[config.mk]
export PLATFORM = sky130hd
export DESIGN_NAME = pipeline_hazard_ctrl
export DESIGN_NICKNAME = d
export VERILOG_FILES = /design/src/rtl/pipeline_hazard_ctrl.sv
export SDC_FILE = /design/constraint.sdc
export NUM_CORES = 1
export LEC_CHECK = 0
export ABC_AREA = 1
export ABC_CLOCK_PERIOD_IN_PS = 3000
export BUFFER_PORTS_ARGS = -buffer_cell sky130_fd_sc_hd__clkbuf_2
export CAP_MARGIN = 20
export CORE_UTILIZATION = 45
export CTS_BUF_LIST = sky130_fd_sc_hd__clkbuf_2
export DETAILED_ROUTE_END_ITERATION = 6
export PLACE_DENSITY = 0.7
export SLEW_MARGIN = 20
export SYNTH_ARGS = -nofsm -noshare
export SYNTH_HDL_FRONTEND = slang
export SYNTH_SLANG_ARGS = --single-unit
[constraint.sdc]
create_clock -name clk -period 3 [get_ports clk]
set_input_delay 0.45 -clock clk [delete_from_list [all_inputs] [get_ports clk]]
set_output_delay 0.45 -clock clk [all_outputs]
set_load 0.03 [all_outputs]
[src/rtl/pipeline_hazard_ctrl.sv]
// rtl/pipeline_hazard_ctrl.sv - stall/flush sequencer for load-use, EX redirect and memory wait hazards
// Optional forced release of long memory waits: define HAZ_MEM_TIMEOUT_EN.
module pipeline_hazard_ctrl #(
    parameter int CNT_W = 32
`ifdef HAZ_MEM_TIMEOUT_EN
    ,
    parameter int TIMEOUT = 255
`endif
) (
    input  logic             clk,
    input  logic             rst,
    input  logic [4:0]       ID_rs1,
    input  logic [4:0]       ID_rs2,
    input  logic             ID_use_rs1,
    input  logic             ID_use_rs2,
    input  logic             EX_MemRead,
    input  logic [4:0]       EX_rd,
    input  logic             EX_redirect,
    input  logic             MEM_req,
    input  logic             MEM_ack,
    output logic             PC_Pause,
    output logic             IFID_Pause,
    output logic             IFID_Flush,
    output logic             IDEX_Pause,
    output logic             IDEX_Flush,
    output logic             EXMEM_Pause,
    output logic             MEMWB_Flush,
    output logic [1:0]       state_o,
    output logic [CNT_W-1:0] lu_cnt,
    output logic [CNT_W-1:0] rd_cnt,
    output logic [CNT_W-1:0] mw_cnt,
    output logic             mem_err
);

    typedef enum logic [1:0] {
        RUN      = 2'd0,
        MEM_WAIT = 2'd1
    } state_t;

    state_t state;
    logic   lu_hit;
    logic   mem_ack_eff;
    logic   mem_wait;
    logic   redirect;
    logic   load_use;

`ifdef HAZ_MEM_TIMEOUT_EN
    localparam int WAIT_W = ($clog2(TIMEOUT + 1) > 8) ? $clog2(TIMEOUT + 1) : 8;

    logic [WAIT_W-1:0] wait_cnt;
    logic              timeout_hit;
    logic              mem_err_r;

    // A timeout is indistinguishable from an ack for the pipeline; only mem_err records it.
    assign timeout_hit = (state == MEM_WAIT) && (wait_cnt == WAIT_W'(TIMEOUT));
    assign mem_ack_eff = MEM_ack | timeout_hit;
    assign mem_err     = mem_err_r;

    always_ff @(posedge clk) begin
        if (rst) begin
            wait_cnt  <= '0;
            mem_err_r <= 1'b0;
        end else begin
            if (mem_wait)
                wait_cnt <= (state == RUN) ? WAIT_W'(1) : wait_cnt + WAIT_W'(1);
            if (timeout_hit && !MEM_ack)
                mem_err_r <= 1'b1;
        end
    end
`else
    assign mem_ack_eff = MEM_ack;
    assign mem_err     = 1'b0;
`endif

    assign lu_hit = EX_MemRead && (EX_rd != 5'd0) &&
                    ((ID_use_rs1 && (ID_rs1 == EX_rd)) || (ID_use_rs2 && (ID_rs2 == EX_rd)));

    // The ack cycle of a wait behaves as RUN so redirect/load-use seen then are honoured.
    assign mem_wait = !rst && (((state == RUN) && MEM_req && !MEM_ack) ||
                               ((state == MEM_WAIT) && !mem_ack_eff));
    assign redirect = !rst && !mem_wait && EX_redirect;
    assign load_use = !rst && !mem_wait && !EX_redirect && lu_hit;

    assign PC_Pause    = mem_wait || load_use;
    assign IFID_Pause  = mem_wait || load_use;
    assign IFID_Flush  = redirect;
    assign IDEX_Pause  = mem_wait;
    assign IDEX_Flush  = redirect || load_use;
    assign EXMEM_Pause = mem_wait;
    assign MEMWB_Flush = mem_wait;
    assign state_o     = state;

    always_ff @(posedge clk) begin
        if (rst) begin
            state  <= RUN;
            lu_cnt <= '0;
            rd_cnt <= '0;
            mw_cnt <= '0;
        end else begin
            state <= mem_wait ? MEM_WAIT : RUN;
            if (load_use)
                lu_cnt <= lu_cnt + CNT_W'(1);
            if (redirect)
                rd_cnt <= rd_cnt + CNT_W'(1);
            if (mem_wait)
                mw_cnt <= mw_cnt + CNT_W'(1);
        end
    end

endmodule
== Yosys cells after proc, flatten, opt, wreduce, memory -nomap -nowiden ==
Cells that the tools add are included.
Word-level totals
  register bits after elaboration: 98
  output and inout port bits: 106
  word-level logic and storage cells: 33
Operators by class
  $add $sub $neg: 3
  equal/unequal tests: 3
  mux-type cells: 1
  reductions and logical operators: 22
Operator list (number)
  $add A32 B1 Y32 const B: 3
  $logic_and A1 B1 Y1: 12
  $eq A5 B5 Y1: 2
  $reduce_bool A5 Y1: 1
  $logic_not A1 Y1: 4
  $logic_or A1 B1 Y1: 4
  $eq A2 B1 Y1 const B: 1
  $logic_not A2 Y1: 1
  $mux W1: 1

== Logic depth before layout (Yosys ltp) ==
  depth in word-level cells: 10
  mapped depth: 11
  depth with buffers taken out: 11

== Worst setup path before layout ==
OpenSTA, ideal clock, no wires.
  path type: flip-flop to output port
  start point: register state[0], in the netlist state_o[0]
  end point: output PC_Pause
  data arrival time: 1817 ps
  required time: 2550 ps
  setup slack: 733 ps
  cell stages (with the launch flop): 8
  path through: dfxtp_1 > o21bai_4 > nand3_1 > inv_2 > nand3_4 > buf_2 > nand2_1 > buf_4
Between the ends
  longest elaborated chain between the ends: 10
RTL lines
  from (decl): RTL line 40  | state_t state;
  from (signal assigned): RTL line 100  | state <= mem_wait ? MEM_WAIT : RUN;
  $logic_not A2 Y1: RTL line 79  | assign mem_wait = !rst && (((state == RUN) && MEM_req && !MEM_ack) ||
  $logic_and A1 B1 Y1 (2 in a row): RTL line 79
  $logic_or A1 B1 Y1 (*): RTL line 79
  $logic_and A1 B1 Y1 (*): RTL line 79
  $logic_not A1 Y1: RTL line 82  | assign load_use = !rst && !mem_wait && !EX_redirect && lu_hit;
  $logic_and A1 B1 Y1 (3 in a row): RTL line 82
  $logic_or A1 B1 Y1 (*)
  to (decl): RTL line 21  | output logic PC_Pause,
Every way passes the cells marked *; elsewhere a longest branch is shown, timed or not.

== Worst setup path in the final report ==
  start point: register state[0], in the netlist state_o[0]
  end point: output PC_Pause
Between the ends
  longest elaborated chain between the ends: 10
RTL lines
  $logic_not A2 Y1: RTL line 79
  $logic_and A1 B1 Y1 (2 in a row): RTL line 79
  $logic_or A1 B1 Y1 (*): RTL line 79
  $logic_and A1 B1 Y1 (*): RTL line 79
  $logic_not A1 Y1: RTL line 82
  $logic_and A1 B1 Y1 (3 in a row): RTL line 82
  $logic_or A1 B1 Y1 (*): RTL line 84  | assign PC_Pause = mem_wait || load_use;
Marked as above.

==> impl_metrics.env <==
export IMPL_status="completed"
export IMPL_diodes=0
export IMPL_final_setup_tns_ns=0
export IMPL_clock_skew_ns=0.0295
export IMPL_path_buf_inv=2
export IMPL_cts_sink_count=97
export IMPL_use_met1_pct=32.5
export IMPL_synth_seq_cells=97
export IMPL_grt_max_degree=56
export IMPL_wl_per_cell_um=12.3
export IMPL_cts_hold_buf=0
export IMPL_dp_worst_setup_slack_ns=0.544
export IMPL_clock_path_buffers=2
export IMPL_worst_path_max_delay_cell="dfxtp_1"
export IMPL_area_growth_pct=14.9
export IMPL_grt_antenna_before_repair=0
export IMPL_finalHoldViolations=0
export IMPL_timing_final_crit_share_pct=90.1
export IMPL_layoutNonFillerInstCount=1266
export IMPL_drtIter0Drc=405
export IMPL_post_cts_buffers=0
export IMPL_fin_crit_ns=2.70
export IMPL_cts_tree="built"
export IMPL_crit_family="simple AND/OR/NAND/NOR gates"
export IMPL_tritoncts_num_buffers=9
export IMPL_cts_clk_slew_worst_paths_ns=0.26
export IMPL_ant_nets=0
export IMPL_cp_start_kind="flip-flop"
export IMPL_setup_worst_path_end_class="primary output"
export IMPL_p_per_area_nw_per_um2=314
export IMPL_overflow=0
export IMPL_setup_viol=0
export IMPL_rr_startpoint="state_o[0]"
export IMPL_via_count=6329
export IMPL_p_sw_share_pct=27.4
export IMPL_dp_cells=1249
export IMPL_cpPeakStageDelay_ns=0.39
export IMPL_power_switching_mw=0.580
export IMPL_p_leak_nw=2.70
export IMPL_fin_nets=1115
export IMPL_synth_area_um2=5860
export IMPL_grt_util_met2_pct=37.0
export IMPL_setup_ws_ns=0.296
export IMPL_die_area_um2=13500
export IMPL_yosysSeqAreaShare_pct=33.1
export IMPL_clock_latency_ns=0.62
export IMPL_worstHoldPathType="in2reg"
export IMPL_cap_violations=0
export IMPL_top_usage_layer="met2"
export IMPL_fp_dieW_um=116
export IMPL_port_buffers=126
export IMPL_p_clk_share_pct=31.2
export IMPL_cp_data_arrival_time_ns=2.25
export IMPL_fillers=1351
export IMPL_io_pins=129
export IMPL_drc=0
export IMPL_synth_top_area_share_pct=33.1
export IMPL_path_class="reg2out"
export IMPL_dr_pass1_iters=5
export IMPL_synth_area_leaders="dfxtp_1 (33%), nand2_1 (20%), nor2_1 (10%)"
export IMPL_yosys_warnings=0
export IMPL_hpwl_mm=11.6
export IMPL_drive_gt1_share_pct=14.9
export IMPL_worstHoldStart="rst"
export IMPL_num_rows=41
export IMPL_grt_pass1_vias=5278
export IMPL_pwr_share_comb_pct=7.1
export IMPL_yosysTopAreaCell="dfxtp_1"
export IMPL_sequentialPowerShare_pct=61.7
export IMPL_slew_violations=0
export IMPL_start_util_pct=46.3
export IMPL_max_slew_worst_pin_slew_ns=0.631
export IMPL_yosysUniqueCellTypes=33
export IMPL_place_congestion=0.900
export IMPL_grt_use_total_pct=23.4
export IMPL_htree_num_levels=3
export IMPL_syn_inst=971
export IMPL_cts_root_buf="clkbuf_2"
export IMPL_grt_pass1_wl_mm=25.1
export IMPL_grtUsageMet3_pct=4.10
export IMPL_fmax_ghz=0.370
export IMPL_critPathMaxFanout=13
export IMPL_holdWs_ns=0.155
export IMPL_worstPathRequired_ns=2.55
export IMPL_power_internal_mw=1.53
export IMPL_ir_drop_uv=169
export IMPL_totalWireLength_mm=15.6
export IMPL_avgSynthCellArea_um2=6.04
export IMPL_path_cells="o21bai_4, nand3_2, inv_2, nand3_4, nand2_1, clkbuf_2"
export IMPL_die_h_um=116
export IMPL_relSlewSlack_pct=57.9
export IMPL_avgViaCountPerCell=5.00
export IMPL_core_region_area_um2=12700
export IMPL_rsz0062_at_grt="false"
export IMPL_startpoint="state_o[0]"
-- worst paths after layout --
check / to / slack, ns / cells past startpoint
setup / recovery: PC_Pause / 0.30 / 6
hold / removal: lu_cnt[24] / 0.15 / 4
setup reg to reg: rd_cnt[11] / 0.90 / 8
hold reg to reg: lu_cnt[31] / 0.52 / 2
-- tightest hold or removal path, stage by stage --
cell	delay [ns]
clkbuf_2	0.10
inv_2	0.10
nand2_1	0.09
nor2_1	0.03
-- Yosys cell counts, drive strengths merged --
cell,count
nand2,321
o21ai,23
clkbuf,9
xnor2,8
buf,17
xor2,12
nand3b,16
ha,3
nand4,14
nor2,161
nand3,75
nor3,35
conb,1
nor3b,5
a31oi,2
and3,1
a21oi,61
inv,102
nor4,1
o21bai,5
o21a,2
dfxtp,97
-- metrics by stage --
step | util, % | area [um^2] | power [mW]
floorplan | - | 5870 | 1.43
global placement | 52.2 | 6610 | 1.47
detailed placement | 52.2 | 6610 | 1.48
CTS | 53.0 | 6720 | 2.14
global route | 53.2 | 6740 | 2.21
finish | 53.2 | 6740 | 2.11
-- final cells by class --
cell class                      count  area (um^2)  area share (%)
Clock buffer                       11         55.1           0.817
Clock inverter                      5         56.3           0.836
Inverter                          102          383            5.68
Multi-Input combinational cell    748         3420            50.7
Sequential cell                    97         1940            28.8
Tap cell                          172          215            3.19
Timing Repair Buffer              131          668            9.92
-- power by group through the flow --
stage	registers (mW)	logic [mW]	clock network, mW
2_1_floorplan	1.33	0.0961	0
3_3_place_gp	1.33	0.148	0
5_1_grt	1.31	0.169	0.732
6_report	1.30	0.151	0.659
3_5_place_dp	1.33	0.150	0
4_1_cts	1.30	0.150	0.686
-- cell usage in the layout (no fill, tap or decap), drive strengths merged, types with 2 or more instances in the layout --
| cell | synthesis | final |
|---|---|---|
| a21oi | 61 | 61 |
| a31oi | 2 | 2 |
| buf | 17 | 5 |
| clkbuf | 9 | 137 |
| clkinvlp | 0 | 3 |
| conb | 1 | 2 |
| dfxtp | 97 | 97 |
| ha | 3 | 3 |
| inv | 102 | 102 |
| nand2 | 321 | 321 |
| nand3 | 75 | 76 |
| nand3b | 16 | 16 |
| nand4 | 14 | 14 |
| nor2 | 161 | 161 |
| nor3 | 35 | 35 |
| nor3b | 5 | 5 |
| o21a | 2 | 2 |
| o21ai | 23 | 23 |
| o21bai | 5 | 5 |
| xnor2 | 8 | 8 |
| xor2 | 12 | 12 |
-- kinds of logic after synthesis --
group	after synthesis	synth area share, %
simple gates	629	45.7
buf+inv	128	8.98
flops	97	33.1
compound gates	93	8.47
xor+xnor	20	2.99
fa+ha+maj	3	0.640
other cells	1	0.0640
-- state kept, by name (all words and copies together), names as in the netlist --
register	flops
state_o	1
mw_cnt	32
rd_cnt	32
lu_cnt	32
-- repair_timing --
item	in CTS	in global routing
hold endpoints to repair	0	0
resized for setup	0	1
endpoints found under the setup margin	0	3
-- layer usage --
metal  vias up  part of all wire, %
met5         -                    0
met4         0                  1.2
met3        12                  5.1
met2       134                   45
met1      2869                   49
li1       3314                    -
No activity file was read; power rests on OpenSTA's default activity.
